$ cat src/rtl/alu_seq_if.sv
// Operand/result bundle between the register-file read ports, alu_seq and
// the write-back/flag register. The master drives requests and the slave (the ALU) answers.
interface alu_seq_if #(
  parameter int W = 16
);
  logic         start;
  logic [3:0]   opcode;
  logic [W-1:0] arg1;
  logic [W-1:0] arg2;
  logic [4:0]   in_flg;
  logic         block_cy_ov;
  logic         busy;
  logic         done;
  logic [W-1:0] res;
  logic [W-1:0] res_hi;
  logic [4:0]   out_flg;
  logic         div_zero;

  modport master (
    output start, opcode, arg1, arg2, in_flg, block_cy_ov,
    input  busy, done, res, res_hi, out_flg, div_zero
  );

  modport slave (
    input  start, opcode, arg1, arg2, in_flg, block_cy_ov,
    output busy, done, res, res_hi, out_flg, div_zero
  );
endinterface

$ cat src/rtl/alu_seq.sv
// Registered ALU with flag bus {Z,CY,S,P,OV}: single-cycle logic/arith/shift ops
// plus W-step shift-add multiply and restoring divide behind start/busy/done.
module alu_seq #(
  parameter int W = 16
) (
  input  logic      clk,
  input  logic      rst,
  alu_seq_if.slave  bus
);

  localparam int CW = $clog2(W);

  localparam logic [3:0] OP_ADD  = 4'd0;
  localparam logic [3:0] OP_SUB  = 4'd1;
  localparam logic [3:0] OP_AND  = 4'd2;
  localparam logic [3:0] OP_OR   = 4'd3;
  localparam logic [3:0] OP_XOR  = 4'd4;
  localparam logic [3:0] OP_NOT  = 4'd5;
  localparam logic [3:0] OP_PAS1 = 4'd6;
  localparam logic [3:0] OP_PAS2 = 4'd7;
  localparam logic [3:0] OP_SHL1 = 4'd8;
  localparam logic [3:0] OP_SHR1 = 4'd9;
  localparam logic [3:0] OP_SAR1 = 4'd10;
  localparam logic [3:0] OP_MUL  = 4'd12;
  localparam logic [3:0] OP_DIV  = 4'd13;

  typedef enum logic [0:0] {
    S_IDLE = 1'b0,
    S_RUN  = 1'b1
  } state_t;

  state_t         state_r;
  state_t         next_state_s;
  logic [CW-1:0]  cnt_r;

  // Multi-cycle working set: a_r is multiplicand or divisor, {hi_r,lo_r} the
  // product shifter or {remainder, quotient/dividend} pair.
  logic [W-1:0]   a_r;
  logic [W-1:0]   hi_r;
  logic [W-1:0]   lo_r;
  logic           mul_r;
  logic           blk_r;
  logic           cy_in_r;
  logic           ov_in_r;

  logic           busy_r;
  logic           done_r;
  logic           dz_r;
  logic [W-1:0]   res_r;
  logic [W-1:0]   res_hi_r;
  logic [4:0]     flg_r;

  logic           accept_s;
  logic           step_s;
  logic           last_s;
  logic           multi_s;

  logic           cin_s;
  logic [W:0]     sum_s;
  logic [W:0]     diff_s;
  logic [W-1:0]   sc_res_s;
  logic [W-1:0]   sc_hi_s;
  logic           sc_cy_raw_s;
  logic           sc_ov_raw_s;
  logic           sc_cy_s;
  logic           sc_ov_s;
  logic           sc_dz_s;

  logic [W:0]     mul_sum_s;
  logic [W:0]     div_sh_s;
  logic [W:0]     div_diff_s;
  logic [W-1:0]   nxt_hi_s;
  logic [W-1:0]   nxt_lo_s;
  logic           fin_cy_s;
  logic           fin_ov_s;

  logic           unused_s;

  function automatic logic parity_odd(input logic [W-1:0] v);
    return ^v;
  endfunction

  function automatic logic [4:0] make_flags(input logic [W-1:0] r, input logic cy,
                                            input logic ov);
    return {~|r, cy, r[W-1], parity_odd(r), ov};
  endfunction

  // Z, S and P of the incoming flags are always recomputed, never passed through.
  assign unused_s = ^{bus.in_flg[4], bus.in_flg[2:1]};

  assign multi_s = (bus.opcode == OP_MUL) ||
                   ((bus.opcode == OP_DIV) && (bus.arg2 != {W{1'b0}}));

  // State register; busy is registered from the next state so it tracks RUN exactly.
  always_ff @(posedge clk) begin
    if (rst) begin
      state_r <= S_IDLE;
      busy_r  <= 1'b0;
    end else begin
      state_r <= next_state_s;
      busy_r  <= (next_state_s == S_RUN);
    end
  end

  // Next-state logic: only MUL and non-zero DIV enter RUN.
  always_comb begin
    next_state_s = state_r;
    case (state_r)
      S_IDLE: begin
        if (bus.start && multi_s) begin
          next_state_s = S_RUN;
        end else begin
          next_state_s = S_IDLE;
        end
      end
      S_RUN: begin
        if (cnt_r == CW'(W - 1)) begin
          next_state_s = S_IDLE;
        end else begin
          next_state_s = S_RUN;
        end
      end
      default: next_state_s = S_IDLE;
    endcase
  end

  // Control strobes decoded from the current state.
  always_comb begin
    accept_s = (state_r == S_IDLE) && bus.start;
    step_s   = (state_r == S_RUN);
    last_s   = (state_r == S_RUN) && (cnt_r == CW'(W - 1));
  end

  // Single-cycle result path, evaluated directly on the request inputs.
  always_comb begin
    cin_s       = bus.in_flg[3] & ~bus.block_cy_ov;
    sum_s       = {1'b0, bus.arg1} + {1'b0, bus.arg2} + {{W{1'b0}}, cin_s};
    diff_s      = {1'b0, bus.arg1} - {1'b0, bus.arg2} - {{W{1'b0}}, cin_s};
    sc_res_s    = bus.arg2;
    sc_hi_s     = {W{1'b0}};
    sc_cy_raw_s = bus.in_flg[3];
    sc_ov_raw_s = bus.in_flg[0];
    sc_dz_s     = 1'b0;
    case (bus.opcode)
      OP_ADD: begin
        sc_res_s    = sum_s[W-1:0];
        sc_cy_raw_s = sum_s[W];
        sc_ov_raw_s = (bus.arg1[W-1] == bus.arg2[W-1]) && (sum_s[W-1] != bus.arg1[W-1]);
      end
      OP_SUB: begin
        sc_res_s    = diff_s[W-1:0];
        sc_cy_raw_s = diff_s[W];
        sc_ov_raw_s = (bus.arg1[W-1] != bus.arg2[W-1]) && (diff_s[W-1] != bus.arg1[W-1]);
      end
      OP_AND: begin
        sc_res_s    = bus.arg1 & bus.arg2;
        sc_cy_raw_s = 1'b0;
        sc_ov_raw_s = 1'b0;
      end
      OP_OR: begin
        sc_res_s    = bus.arg1 | bus.arg2;
        sc_cy_raw_s = 1'b0;
        sc_ov_raw_s = 1'b0;
      end
      OP_XOR: begin
        sc_res_s    = bus.arg1 ^ bus.arg2;
        sc_cy_raw_s = 1'b0;
        sc_ov_raw_s = 1'b0;
      end
      OP_NOT: begin
        sc_res_s    = ~bus.arg1;
        sc_cy_raw_s = 1'b0;
        sc_ov_raw_s = 1'b0;
      end
      OP_PAS1: sc_res_s = bus.arg1;
      OP_PAS2: sc_res_s = bus.arg2;
      OP_SHL1: begin
        sc_res_s    = {bus.arg1[W-2:0], 1'b0};
        sc_cy_raw_s = bus.arg1[W-1];
        sc_ov_raw_s = 1'b0;
      end
      OP_SHR1: begin
        sc_res_s    = {1'b0, bus.arg1[W-1:1]};
        sc_cy_raw_s = bus.arg1[0];
        sc_ov_raw_s = 1'b0;
      end
      OP_SAR1: begin
        sc_res_s    = {bus.arg1[W-1], bus.arg1[W-1:1]};
        sc_cy_raw_s = bus.arg1[0];
        sc_ov_raw_s = 1'b0;
      end
      OP_DIV: begin
        // Only reaches this path when the divisor is zero.
        sc_res_s    = {W{1'b1}};
        sc_hi_s     = bus.arg1;
        sc_dz_s     = 1'b1;
        sc_cy_raw_s = 1'b0;
        sc_ov_raw_s = 1'b1;
      end
      default: sc_res_s = bus.arg2;
    endcase
  end

  assign sc_cy_s = bus.block_cy_ov ? bus.in_flg[3] : sc_cy_raw_s;
  assign sc_ov_s = bus.block_cy_ov ? bus.in_flg[0] : sc_ov_raw_s;

  // One iteration of shift-add multiply or restoring divide.
  always_comb begin
    mul_sum_s  = {1'b0, hi_r} + (lo_r[0] ? {1'b0, a_r} : {(W+1){1'b0}});
    div_sh_s   = {hi_r, lo_r[W-1]};
    div_diff_s = div_sh_s - {1'b0, a_r};
    if (mul_r) begin
      nxt_hi_s = mul_sum_s[W:1];
      nxt_lo_s = {mul_sum_s[0], lo_r[W-1:1]};
    end else if (!div_diff_s[W]) begin
      nxt_hi_s = div_diff_s[W-1:0];
      nxt_lo_s = {lo_r[W-2:0], 1'b1};
    end else begin
      nxt_hi_s = div_sh_s[W-1:0];
      nxt_lo_s = {lo_r[W-2:0], 1'b0};
    end
  end

  assign fin_cy_s = blk_r ? cy_in_r : (mul_r & (|nxt_hi_s));
  assign fin_ov_s = blk_r ? ov_in_r : (mul_r & (|nxt_hi_s));

  // Datapath and output registers; outputs hold between done pulses.
  always_ff @(posedge clk) begin
    if (rst) begin
      cnt_r    <= {CW{1'b0}};
      a_r      <= {W{1'b0}};
      hi_r     <= {W{1'b0}};
      lo_r     <= {W{1'b0}};
      mul_r    <= 1'b0;
      blk_r    <= 1'b0;
      cy_in_r  <= 1'b0;
      ov_in_r  <= 1'b0;
      done_r   <= 1'b0;
      dz_r     <= 1'b0;
      res_r    <= {W{1'b0}};
      res_hi_r <= {W{1'b0}};
      flg_r    <= 5'b00000;
    end else begin
      done_r <= 1'b0;
      if (accept_s && !multi_s) begin
        res_r    <= sc_res_s;
        res_hi_r <= sc_hi_s;
        flg_r    <= make_flags(sc_res_s, sc_cy_s, sc_ov_s);
        dz_r     <= sc_dz_s;
        done_r   <= 1'b1;
      end else if (accept_s) begin
        mul_r   <= (bus.opcode == OP_MUL);
        a_r     <= (bus.opcode == OP_MUL) ? bus.arg1 : bus.arg2;
        lo_r    <= (bus.opcode == OP_MUL) ? bus.arg2 : bus.arg1;
        hi_r    <= {W{1'b0}};
        blk_r   <= bus.block_cy_ov;
        cy_in_r <= bus.in_flg[3];
        ov_in_r <= bus.in_flg[0];
        cnt_r   <= {CW{1'b0}};
      end else if (step_s) begin
        hi_r  <= nxt_hi_s;
        lo_r  <= nxt_lo_s;
        cnt_r <= cnt_r + CW'(1);
        if (last_s) begin
          res_r    <= nxt_lo_s;
          res_hi_r <= nxt_hi_s;
          flg_r    <= make_flags(nxt_lo_s, fin_cy_s, fin_ov_s);
          dz_r     <= 1'b0;
          done_r   <= 1'b1;
        end
      end
    end
  end

  assign bus.busy     = busy_r;
  assign bus.done     = done_r;
  assign bus.res      = res_r;
  assign bus.res_hi   = res_hi_r;
  assign bus.out_flg  = flg_r;
  assign bus.div_zero = dz_r;

endmodule
$ cat src/flat_wrapper.sv
// flat-port wrapper written by rule: the top's interface ports become plain ports
module alu_seq_flat 
#(
  parameter int W = 16
)
  (clk, rst, bus_start, bus_opcode, bus_arg1, bus_arg2, bus_in_flg, bus_block_cy_ov, bus_busy, bus_done, bus_res, bus_res_hi, bus_out_flg, bus_div_zero);
  alu_seq_if #(.W(W)) bus_i ();
  input  logic clk;
  input  logic rst;
  input wire logic [$bits(bus_i.start)-1:0] bus_start;
  input wire logic [$bits(bus_i.opcode)-1:0] bus_opcode;
  input wire logic [$bits(bus_i.arg1)-1:0] bus_arg1;
  input wire logic [$bits(bus_i.arg2)-1:0] bus_arg2;
  input wire logic [$bits(bus_i.in_flg)-1:0] bus_in_flg;
  input wire logic [$bits(bus_i.block_cy_ov)-1:0] bus_block_cy_ov;
  output wire logic [$bits(bus_i.busy)-1:0] bus_busy;
  output wire logic [$bits(bus_i.done)-1:0] bus_done;
  output wire logic [$bits(bus_i.res)-1:0] bus_res;
  output wire logic [$bits(bus_i.res_hi)-1:0] bus_res_hi;
  output wire logic [$bits(bus_i.out_flg)-1:0] bus_out_flg;
  output wire logic [$bits(bus_i.div_zero)-1:0] bus_div_zero;
  assign bus_i.start = bus_start;
  assign bus_i.opcode = bus_opcode;
  assign bus_i.arg1 = bus_arg1;
  assign bus_i.arg2 = bus_arg2;
  assign bus_i.in_flg = bus_in_flg;
  assign bus_i.block_cy_ov = bus_block_cy_ov;
  assign bus_busy = bus_i.busy;
  assign bus_done = bus_i.done;
  assign bus_res = bus_i.res;
  assign bus_res_hi = bus_i.res_hi;
  assign bus_out_flg = bus_i.out_flg;
  assign bus_div_zero = bus_i.div_zero;
  alu_seq #(.W(W)) u_core (.clk(clk), .rst(rst), .bus(bus_i));
endmodule
$ cat config.mk
export PLATFORM = sky130hd
export DESIGN_NAME = alu_seq_flat
export DESIGN_NICKNAME = d
export VERILOG_FILES = /design/src/rtl/alu_seq_if.sv /design/src/rtl/alu_seq.sv /design/src/flat_wrapper.sv
export SDC_FILE = /design/constraint.sdc
export NUM_CORES = 1
export LEC_CHECK = 0
export CORE_MARGIN = 1
export CORE_UTILIZATION = 30
export CTS_CLUSTER_DIAMETER = 30
export DETAILED_ROUTE_END_ITERATION = 10
export PLACE_DENSITY = 0.5
export SLEW_MARGIN = 20
export SYNTH_ARGS = -nofsm -noshare
export SYNTH_HDL_FRONTEND = slang
export SYNTH_SLANG_ARGS = --single-unit
$ cat constraint.sdc
create_clock -name clk -period 6.3 [get_ports clk]
set_clock_uncertainty 0.15 [all_clocks]
set_input_delay 1.575 -clock clk [delete_from_list [all_inputs] [get_ports clk]]
set_output_delay 1.575 -clock clk [all_outputs]
set_load 0.03 [all_outputs]
; ---- Word-level counts from Yosys, hierarchy flattened
; Cells that the tools add are included.
; Widths: inputs -> output; s select.
[op_classes]
add_sub_neg = 7
n_mux = 45
order_cmp = 0
bitwise_logic = 9
n_reduce_logical = 27
eq_ne = 17
n_div = 0
shift = 0
mul = 0
[ops]
columns = cell, count
row1 = $mux 16, 19
row2 = $pmux 16 s11, 1
row3 = $reduce_or 16->1, 3
row4 = $reduce_xor 16->1, 2
row5 = $eq 4x4->1 const B, 6
row6 = $mux 5, 4
row7 = $add 16x16->17, 1
row8 = $add 16x17->17, 1
row9 = $add 17x1->17, 1
row10 = $sub 16x16->17, 1
row11 = $sub 17x1->17, 1
row12 = $sub 17x16->17, 1
row13 = $and 16x16->16, 1
row14 = $mux 1, 16
row15 = $not 16->16, 1
row16 = $or 16x16->16, 1
row17 = $reduce_bool 16->1, 1
row18 = $xor 16x16->16, 1
row19 = $eq 4x3->1 const B, 3
row20 = $eq 4x2->1 const B, 2
row21 = $mux 4, 2
row22 = $logic_and 1x1->1, 7
row23 = $reduce_or 7->1, 1
row24 = $reduce_bool 2->1, 3
row25 = 17 further kinds, 25
[word_totals]
in_bits = 45
out_inout_bits = 40
wordCells = 119
latchBits = 0
ram_bits = 0
regBits = 96
romBits = 0
memories = 0

; ---- Longest topological paths before layout
; Gate-level depths: netlist of the first run.
[logic_depth]
depth_word = 10
ltp_mapped = 20
depth_no_buf = 20

; ---- Worst setup path before layout of the first run
; No wires, ideal clock.
[synth_path]
path_type = input-to-reg
from = input bus_block_cy_ov
to = register u_core.flg_r[1] (netlist: u_core.bus.out_flg[1])
cell_stages = 19
arrival_ns = 4.829
path_slack_ns = 1.251
cell_sequence = nand2b_1 -> inv_1 -> fa_1 -> inv_1 -> ha_1 -> o21a_1 -> o21ai_0 -> a211oi_1 -> or3_1 -> a21oi_1 -> mux2i_1 -> o2111ai_1 -> o22ai_1 -> ha_1 -> xor2_1 -> xnor2_1 -> xnor2_1 -> nand2_1 -> a21oi_1
[synth_between]
elab_chain_cells = 6
elab_cells_between_ends = 7
classes_between = add/sub (2) / mux (2) / bitwise (2) / reduce/logical (1)
[synth_rtl]
columns = element, line_no
row1 = start: declaration, flat_wrapper.sv:15  ; input wire logic [$bits(bus_i.block_cy_ov)-1:0] bus_block_cy_ov;
row2 = $not 1->1 *, alu_seq.sv:136  ; cin_s = bus.in_flg[3] & ~bus.block_cy_ov;
row3 = $and 1x1->1 *, alu_seq.sv:136
row4 = $sub 17x1->17 or $add 17x1->17 (tied branches), "alu_seq.sv:138, alu_seq.sv:137"
row5 = $pmux 16 s11 *, alu_seq.sv:144  ; case (bus.opcode)
row6 = $reduce_xor 16->1 *, alu_seq.sv:80  ; return ^v;
row7 = $mux 5 *, alu_seq.sv:245  ; if (accept_s && !multi_s) begin
row8 = end signal: assignment, alu_seq.sv:248  ; flg_r <= make_flags(sc_res_s, sc_cy_s, sc_ov_s);
row9 = end signal: assignment, alu_seq.sv:267  ; flg_r <= make_flags(nxt_lo_s, fin_cy_s, fin_ov_s);
row10 = end: declaration, alu_seq.sv:51  ; logic [4:0] flg_r;
; Every way passes the cells marked *; elsewhere a longest branch is shown, timed or not.
; A chain may end at the register's enable or synchronous reset.

; ---- Final worst setup path of the first run
[layout_path]
from = input bus_in_flg[3]
to = register u_core.flg_r[1] (netlist: u_core.bus.out_flg[1])
[layout_between]
elab_chain_cells = 5
elab_cells_between_ends = 6
classes_between = add/sub (2) / mux (2) / bitwise (1) / reduce/logical (1)
[layout_rtl]
columns = element, line_no
row1 = start: declaration, flat_wrapper.sv:14  ; input wire logic [$bits(bus_i.in_flg)-1:0] bus_in_flg;
row2 = $and 1x1->1 *, alu_seq.sv:136
row3 = $sub 17x1->17 or $add 17x1->17 (tied branches), "alu_seq.sv:138, alu_seq.sv:137"
row4 = $pmux 16 s11 *, alu_seq.sv:144
row5 = $reduce_xor 16->1 *, alu_seq.sv:80
row6 = $mux 5 *, alu_seq.sv:245
; Marked as above.

==> results of run 1 <==
==> cell families (layout without fill, tap and decap cells) <==
kind of cell,Yosys count,count (layout)
muxes,38,38
xor gates and xnor gates,56,56
AOI/OAI and AO/OA,451,451
DFF,95,95
adders and majority gates,117,117
buffers and inverters,166,268
and+or+nand+nor,469,469
==> flip-flops by register name, indices dropped and copies added (netlist names) <==
register / count
u_core.hi_r: 16
u_core.bus.done: 1
u_core.state_r: 1
u_core.blk_r: 1
u_core.bus.res: 15
u_core.mul_r: 1
u_core.a_r: 16
u_core.cnt_r: 4
u_core.bus.res_hi: 16
u_core.ov_in_r: 1
u_core.bus.out_flg: 5
u_core.lo_r: 16
u_core.bus.div_zero: 1
u_core.cy_in_r: 1
==> worst max-delay path, cell delays in order <==
cell and delay (ps):
clkdlybuf4s50_1 540, nand2b_1 90, buf_4 140, fa_1 390, ha_1 210, or2_2 300
o21ai_0 250, buf_4 160, a211oi_1 100, nor3_1 370, o31ai_1 160, a21oi_1 290
xor2_1 190, nor2_1 60, o22ai_1 240, ha_1 300, xnor2_1 210, xnor2_1 160
xnor2_1 140, nand2_1 70, a21oi_1 140
==> path summary, 6_finish.rpt <==
check	startpoint	cells past startpoint	end
worst max register to register	u_core.lo_r[15]	15	u_core.bus.out_flg[3]
worst max-delay path	bus_in_flg[3]	21	u_core.bus.out_flg[1]
worst min register to register	u_core.bus.res_hi[7]	2	u_core.bus.res_hi[7]
worst min-delay path	u_core.bus.res_hi[7]	2	u_core.bus.res_hi[7]
==> power by group through the flow <==
| stage | clock network (mW) | registers (mW) | logic [mW] |
|---|---|---|---|
| after floorplan | 0 | 0.699 | 0.626 |
| after global placement | 0 | 0.668 | 1.01 |
| after detailed placement | 0 | 0.668 | 1.02 |
| after CTS | 0.579 | 0.654 | 1.02 |
| after global routing | 0.602 | 0.657 | 1.11 |
| final | 0.567 | 0.653 | 1.03 |
==> routing by layer <==
metal	part of all wire	vias up	wire, µm	global-route usage
met1	0.44	5127	17500	0.301
met4	0.039	0	1550	0.105
li1	-	5212	-	-
met3	0.043	72	1720	0.0254
met2	0.48	305	19000	0.399
met5	0	-	0	0
==> layout make-up <==
| type | count | area, µm² | share of cell area |
|---|---|---|---|
| Clock buffer | 9 | 225 | 0.0187 |
| Clock inverter | 7 | 66.3 | 0.00549 |
| Inverter | 84 | 315 | 0.0261 |
| Multi-Input combinational cell | 1131 | 7550 | 0.625 |
| Sequential cell | 95 | 1900 | 0.158 |
| Tap cell | 442 | 553 | 0.0458 |
| Timing Repair Buffer | 168 | 1460 | 0.121 |
==> through the flow <==
stage | TNS, ps | power (mW) | util
floorplan | 0 | 1.32 | -
global placement | -9.63 | 1.68 | 0.359
detailed placement | 0 | 1.68 | 0.359
CTS | 0 | 2.26 | 0.368
global route | 0 | 2.37 | 0.368
finish | 0 | 2.25 | 0.368
==> cell usage in the layout (no fill, tap or decap), types with 23 or more instances in the layout <==
| master | netlist | final |
|---|---|---|
| buf_4 | 1 | 88 |
| a22oi_1 | 23 | 23 |
| nor2b_1 | 29 | 27 |
| a311oi_1 | 34 | 34 |
| inv_1 | 83 | 83 |
| xnor2_1 | 37 | 37 |
| ha_1 | 111 | 111 |
| nor3_1 | 30 | 29 |
| nand3_1 | 25 | 25 |
| a211oi_1 | 39 | 39 |
| clkdlybuf4s50_1 | 0 | 80 |
| o21ai_0 | 101 | 101 |
| a21oi_1 | 111 | 111 |
| dfxtp_1 | 95 | 94 |
| nand2_1 | 157 | 156 |
| mux2i_1 | 36 | 36 |
| nor2_1 | 149 | 147 |
==> reports/results.tsv, run 1 <==
metric	value	unit
outcome	finished, final reports clean	
rsz0062_at_grt	no	
p_int	1.33	mW
die_area	0.0342	mm²
cts_inserted_buffers	9	
ys_async_sr_fraction	0	
worst_pin_slew	1100	ps
synth-simple-area-share	0.213	
fin_crit_sh	0.941	
vias	10700	
synth_compound_area_frac	0.297	
clock-sinks	95	
htreeDepth	3	
synth.area.mux_share	0.0385	
nets	1651	
num_rows	66	
seq_power_share	0.290	
setup_viol	0	
dpl.hpwl	30500	µm
synth_area_per_cell	7.22	µm²
netlist_instances	1392	
synth_top_area_share	0.189	
p_leak	4.80	nW
overflow	0	
place_inst	1920	
p_switching	920	µW
clkSlewWorstSetupHoldPaths	80	ps
synth_fa_ha_area_frac	0.150	
grt_pass1_wl	61200	µm
cp.required	6440	ps
vias_per_cell	5.54	
cts_setup_buffers	0	
drtIter0Drc	765	
fmax	0.169	GHz
worstSetupEndpointType	flop	
wl	39800	µm
first_pass_iters	7	
clkPwrFrac	0.252	
ctsResizeCount	0	
ys_types	73	
cts_tree	done	
pre_cts_ws	10.2	ps
grt_start_max_net_pins	97	
initial_utilization	0.307	
fin_area	0.0121	mm²
drc_errors	0	
grt_usage	0.236	
synth_seq_cells	95	
rrSetupSlack	1050	ps
synth.most_common_cell	nand2_1	
drive_gt1_frac	0.0830	
hold_class	flop to flop	
peakVddDrop	0.128	mV
syn2layout_area_growth	20.1	%
synth_area_leaders	dfxtp_1, ha_1, nand2_1	
critPathMaxFanout	3	
finalHoldWorstSlack	347	ps
layout_min_cycle_time	5930	ps
syn-num-nets	1554	
dpl_cell_area	0.0118	mm²
ys_top_cells_by_count	nand2_1, nor2_1, a21oi_1, ha_1, o21ai_0	
grt_pass1_vias	10300	
ys.flop_type	dfxtp_1	
startpoint_type	input port	
root_buffer	clkbuf_16	
final_antenna_net_count	0	
cts_hold_buf	0	
slew_headroom	0.266	
pin_count	85	
drv_slew	0	
synth_top_family_by_area	compound AO/OA/AOI/OAI gates	
instances_no_fill	1936	
cp.arrival	6070	ps
path_class	input port to flop	
post_drt_wl_per_cell	20.5	µm
combPwrFrac	0.457	
antenna_found_initial	0	
clock_latency	370	ps
fill_cells	3626	
core_area	0.0328	mm²
die_w	185	µm
hold_viol_final	0	
netlist_area	0.0100	mm²
synth_xor_area_frac	0.0502	
synth_edf_count	0	
yosys_warnings	0	
portBuffers	81	
p_sw_frac	0.409	
fp.dieH	185	µm
yosys.area.top_type	dfxtp_1	
ys_seq_area_frac	0.189	
p_per_area	186	mW/mm²
gp_congestion	0.928	
diodes	0	
setup_slack	369	ps
ctsLongestPathBuffers	2	
max_cap_violations	0	
Power figures use the tool's default switching activity.
==> run 2: changes to the inputs <==
--- a/config.mk
+++ b/config.mk
@@ -5,6 +5,7 @@
 export SDC_FILE = /design/constraint.sdc
 export NUM_CORES = 1
 export LEC_CHECK = 0
+export ABC_CLOCK_PERIOD_IN_PS = 7100
 export CORE_MARGIN = 1
 export CORE_UTILIZATION = 30
 export CTS_CLUSTER_DIAMETER = 30
==> constraint.sdc (replaced) <==
create_clock -name clk -period 7.1 [get_ports clk]
set_clock_uncertainty 0.15 [all_clocks]
set_input_delay 1.775 -clock clk [delete_from_list [all_inputs] [get_ports clk]]
set_output_delay 1.775 -clock clk [all_outputs]
set_load 0.03 [all_outputs]
==> run 2 against run 1 <==
Against the previous run: count of clock-buffer cells in the layout rose by 2; sequential cell count stayed put; setup slack better by 380 ps; die area unchanged; via count is 0.54% lower; final area fell by 2.2%; combinational power down 15%; clock power fell by 6.9%; global-route usage shrank 0.81 points; final cell count decreased by 2.1%.
==> reports/results.tsv, run 2 (synthesized netlist as in run 1, its figures left out) <==
metric	value	unit	change
initial_utilization	0.307		unchanged
tns	0	ps	unchanged
finalHoldWorstSlack	347	ps	-0.114 ps
cts_tree	done		
power	1.99	mW	-12%
clkSlewWorstSetupHoldPaths	90	ps	about the same
ctsLongestPathBuffers	2		unchanged
path_buf_inv	3		unchanged
p_per_area	168	mW/mm²	-9.6%
setup_viol	0		unchanged
drv_slew	0		unchanged
r2r-end	u_core.bus.out_flg[3]		
core_area	0.0328	mm²	unchanged
num_rows	66		unchanged
final_util	0.360		-0.00820
fmax	0.157	GHz	
first_pass_iters	6		-1
drtIter0Drc	995		+30%
max_cap_violations	0		unchanged
cts_hold_buf	0		unchanged
combPwrFrac	0.442		-0.015
r2r_cells	14		-1
drc_errors	0		unchanged
critPathMaxFanout	3		unchanged
ctsResizeCount	0		unchanged
final_antenna_net_count	0		unchanged
fin_crit_sh	0.895		
seq_power_share	0.293		+0.003
htreeDepth	3		unchanged
worst_pin_slew	1010	ps	-95.9 ps
root_buffer	clkbuf_16		
rrSetupSlack	1470	ps	+420 ps
slew_headroom	0.321		+0.0551
peakVddDrop	0.113	mV	-12%
crit_path_start	bus_block_cy_ov		
clkPwrFrac	0.266		+0.014
layout_min_cycle_time	6350	ps	
wl	38800	µm	-2.4%
cp.required	7250	ps	+810 ps
slowest_delay	560	ps	+20 ps
vias	10700		-0.54%
antenna_found_initial	0		unchanged
vias_per_cell	5.62		+1.6%
die_area	0.0342	mm²	unchanged
diodes	0		unchanged
fp.dieH	185	µm	unchanged
cts_setup_buffers	0		unchanged
dpl.hpwl	29300	µm	-4.0%
pin_count	85		unchanged
grt_pass1_vias	10200		-0.66%
cp.arrival	6500	ps	+430 ps
p_leak	4.62	nW	-3.7%
hp-start	u_core.bus.res_hi[7]		
grt_start_max_net_pins	97		unchanged
worstSetupEndpointType	flop		
endpoint	u_core.bus.out_flg[1]		
gp_congestion	0.937		+0.96%
syn2layout_area_growth	17.5	%	
cpMostUsedCell	xnor2_1		
die_w	185	µm	unchanged
clock-sinks	95		unchanged
p_sw_frac	0.397		-0.0121
portBuffers	81		unchanged
clock_latency	360	ps	about the same
path_cells	clkdlybuf4s50_1, nand2b_1, inv_1, fa_1, inv_1, ha_1, o21a_1, o21ai_0, a211oi_1, nor3_1, o31ai_1, a21oi_1, xor2_1, nor2_1, o22ai_1, ha_1, xnor2_1, xnor2_1, xnor2_1, nand2_1, a21oi_1		
final_common_cell	nand2_1		
hold_class	flop to flop		
post_drt_wl_per_cell	20.5	µm	-0.39%
p_int	1.20	mW	-9.8%
slowest_stage	clkdlybuf4s50_1		
cts_inserted_buffers	9		unchanged
path_class	input port to flop		
drive_gt1_frac	0.0578		-0.0252
grt_pass1_wl	59600	µm	-2.6%
grt_usage	0.228		-0.00814
nets	1611		-2.4%
critical_path.top_delay_family	compound AO/OA/AOI/OAI gates		
outcome	finished, final reports clean		
hold_viol_final	0		unchanged
rsz0062_at_grt	no		
cp.depth	21		unchanged
overflow	0		unchanged
mostFrequentLayoutCells	nand2_1, nor2_1, a21oi_1, ha_1, o21ai_0		
startpoint_type	input port		
p_switching	788	µW	-14%
r2r_start	u_core.lo_r[15]		
## run 2: worst register-to-register path, cell delays in order, from the launching register on
cell	delay, ps
dfxtp_1	330
inv_1	120
ha_1	200
inv_1	60
fa_1	450
a211oi_2	330
o211ai_2	210
a211oi_4	380
mux2i_1	600
a21boi_0	200
o31a_1	360
or4_1	580
or4_1	590
nor4_2	700
a2111oi_1	200
## run 2: metrics by stage
stage	instances	worst slack, ps	instance area [µm²]
after global routing	1896	408	11800
after floorplan	1392	1850	10000
after global placement	1880	363	11500
after CTS	1896	717	11800
after detailed placement	1880	364	11500
final	1896	747	11800
## run 2: power by group through the flow
stage / registers [mW] / logic, mW / clock network [mW]
after global routing: 0.585 / 0.956 / 0.560
final: 0.582 / 0.878 / 0.528
after detailed placement: 0.594 / 0.868 / 0
after CTS: 0.582 / 0.874 / 0.537
after global placement: 0.594 / 0.868 / 0
after floorplan: 0.620 / 0.555 / 0
## run 2: layout make-up
| type | instances | area (µm²) |
|---|---|---|
| clock buffer | 11 | 243 |
| multi-input combinational | 1131 | 7560 |
| clock inverter | 5 | 66.3 |
| sequential | 95 | 1900 |
| fill | 3573 | 21000 |
| tap | 442 | 553 |
| inverter | 84 | 315 |
| timing repair buffer | 128 | 1160 |
## run 2: per-layer routing
| layer | GRT usage | vias to the layer above | share of wire |
|---|---|---|---|
| met2 | 0.375 | 357 | 0.46 |
| met1 | 0.295 | 5080 | 0.44 |
| met4 | 0.110 | 0 | 0.047 |
| li1 | - | 5144 | - |
| met5 | 0 | - | 0 |
| met3 | 0.0232 | 77 | 0.051 |
## run 2: how the worst min path moves through the flow
stage                                      end  slack (ps)  depth (start not counted)
final                     u_core.bus.res_hi[7]         350                          2
after global routing      u_core.bus.res_hi[7]         370                          2
after CTS                  u_core.bus.div_zero         350                          2
after detailed placement   u_core.bus.div_zero         330                          2
after global placement          u_core.ov_in_r         330                          2
after floorplan                 u_core.ov_in_r         310                          2
==> run 3: changes to the inputs <==
--- a/config.mk
+++ b/config.mk
@@ -10,7 +10,6 @@
 export CORE_UTILIZATION = 30
 export CTS_CLUSTER_DIAMETER = 30
 export DETAILED_ROUTE_END_ITERATION = 10
-export PLACE_DENSITY = 0.5
 export SLEW_MARGIN = 20
 export SYNTH_ARGS = -nofsm -noshare
 export SYNTH_HDL_FRONTEND = slang
==> run 3 against run 2 <==
Against the previous run: register-to-register slack improved by 490 ps; count of clock-buffer cells in the layout fell by 2; clock power barely moved; maximum frequency barely moved; core utilization barely moved; sequential power barely moved; final area barely moved.
==> reports/results.tsv, run 3 (synthesized netlist as in run 1, its figures left out) <==
metric	value	unit	change
drtIter0Drc	1031		+3.6%
diodes	0		unchanged
fmax	0.157	GHz	about the same
dpl_cell_area	0.0115	mm²	+0.17%
layout_min_cycle_time	6360	ps	+5.52 ps
drv_slew	0		unchanged
grt_pass1_vias	10300		+0.63%
fin_crit_sh	0.896		about the same
seq_power_share	0.294		about the same
clock_latency	360	ps	about the same
multi_input_area	0.00754	mm²	-0.17%
syn2layout_area_growth	17.6	%	about the same
fp.dieH	185	µm	unchanged
grt_pass1_wl	57700	µm	-3.1%
htreeDepth	3		unchanged
setup_slack	741	ps	-5.52 ps
max_cap_violations	0		unchanged
hp-start	u_core.bus.div_zero		
slew_headroom	0.273		-0.0481
p_int	1.19	mW	-0.45%
slowest_delay	590	ps	+30 ps
clkSlewWorstSetupHoldPaths	80	ps	about the same
nets	1614		+0.19%
r2r_cells	14		unchanged
dpl.hpwl	28100	µm	-4.3%
cts_tree	done		
p_sw_frac	0.397		+0.000667
path_class	input port to flop		
rsz0062_at_grt	no		
path_cells	clkdlybuf4s50_1, nand2b_1, inv_1, fa_1, inv_1, ha_1, o21a_1, o21ai_0, a211oi_1, nor3_1, o31ai_1, a21oi_1, xor2_1, nor2_1, o22ai_1, ha_1, xnor2_1, xnor2_1, xnor2_1, nand2_1, a21oi_1		
final_common_cell	nand2_1		
pre_cts_ws	477	ps	+112 ps
cts_hold_buf	0		unchanged
outcome	finished, final reports clean		
drc_errors	0		unchanged
pin_count	85		unchanged
min_delay_worst_endpoint	u_core.bus.div_zero		
cts_setup_buffers	0		unchanged
ctsLongestPathBuffers	2		unchanged
slowest_stage	clkdlybuf4s50_1		
p_per_area	168	mW/mm²	-0.44%
core_area	0.0328	mm²	unchanged
setup_viol	0		unchanged
worst_pin_slew	1090	ps	+85.3 ps
combPwrFrac	0.441		about the same
peakVddDrop	0.109	mV	-3.4%
wl	37400	µm	-3.6%
cts_inserted_buffers	9		unchanged
critical_path.top_delay_family	compound AO/OA/AOI/OAI gates		
vias	10800		+1.1%
hold_class	flop to flop		
cp.required	7240	ps	about the same
final_antenna_net_count	0		unchanged
register_area	0.00190	mm²	unchanged
clock-sinks	95		unchanged
antenna_found_initial	0		unchanged
worstSetupEndpointType	flop		
grt_usage	0.218		-0.00922
die_w	185	µm	unchanged
hold_path_depth	2		unchanged
mostFrequentLayoutCells	nand2_1, nor2_1, a21oi_1, ha_1, o21ai_0		
vias_per_cell	5.67		+0.93%
grt_start_max_net_pins	97		unchanged
initial_utilization	0.307		unchanged
rrSetupSlack	1960	ps	+490 ps
gp_congestion	0.970		+3.5%
cpMostUsedCell	xnor2_1		
r2r-end	u_core.bus.out_flg[3]		
drive_gt1_frac	0.0590		+0.00125
tns	0	ps	unchanged
hold_viol_final	0		unchanged
p_switching	787	µW	-0.18%
p_leak	4.63	nW	+0.33%
finalHoldWorstSlack	345	ps	-2.33 ps
startpoint_type	input port		
path_buf_inv	3		unchanged
cp.arrival	6500	ps	about the same
root_buffer	clkbuf_16		
r2r_start	u_core.lo_r[0]		
fin_area	0.0118	mm²	about the same
first_pass_iters	5		-1
fill_cells	3470		-2.9%
critPathMaxFanout	3		unchanged
clkPwrFrac	0.266		about the same
post_drt_wl_per_cell	19.7	µm	-3.8%
die_area	0.0342	mm²	unchanged
overflow	0		unchanged
ctsResizeCount	0		unchanged
num_rows	66		unchanged
portBuffers	81		unchanged
-- run 3: cell count changes in the layout (fill, tap and decap cells not counted), sizes merged --
cell / delta
buf: +3
clkbuf: -2
inv: +2
clkinv: +1
clkinvlp: -1
-- run 3: metrics by stage --
stage                     utilization  instances  power (mW)
after global routing            0.360       1899        2.08
after floorplan                     -       1392        1.18
after CTS                       0.360       1899        1.98
final                           0.360       1899        1.98
after global placement          0.351       1883        1.45
after detailed placement        0.351       1883        1.45
-- run 3: area by class of cell --
type                       count  share of cell area
sequential                    95               0.161
clock inverter                 7             0.00752
tap                          442              0.0468
multi-input combinational   1131               0.639
inverter                      84              0.0267
clock buffer                   9              0.0191
timing repair buffer         131               0.100
-- run 3: worst max path at each step --
| stage | start | end | slack (ps) | cells after the start |
|---|---|---|---|---|
| 6_report | bus_block_cy_ov | u_core.bus.out_flg[1] | 740 | 21 |
| 2_1_floorplan | bus_block_cy_ov | u_core.bus.out_flg[1] | 1850 | 19 |
| 3_5_place_dp | bus_block_cy_ov | u_core.bus.out_flg[1] | 480 | 21 |
| 4_1_cts | bus_block_cy_ov | u_core.bus.out_flg[1] | 850 | 21 |
| 3_3_place_gp | bus_block_cy_ov | u_core.bus.out_flg[1] | 510 | 21 |
| 5_1_grt | bus_block_cy_ov | u_core.bus.out_flg[1] | 480 | 21 |
-- run 3: routing by layer --
layer | vias up | routed length, µm | GRT usage
met4 | 0 | 1540 | 0.107
met2 | 430 | 17000 | 0.351
met1 | 5108 | 16000 | 0.285
met3 | 86 | 2880 | 0.0309
li1 | 5150 | - | -
met5 | - | 0 | 0
-- run 3: tightest hold or removal path, delay by kind of cell, from the launching register on --
kind	cells	cell delay (ps)
flip-flops	1	330
AO/OA/AOI/OAI	1	60
AND/OR/NAND/NOR	1	70
-- run 3: power by group through the flow --
stage	clock network, mW	logic, mW	registers [mW]
3_5_place_dp	0	0.858	0.594
3_3_place_gp	0	0.853	0.594
4_1_cts	0.534	0.863	0.581
5_1_grt	0.552	0.947	0.585
2_1_floorplan	0	0.555	0.620
6_report	0.526	0.873	0.582
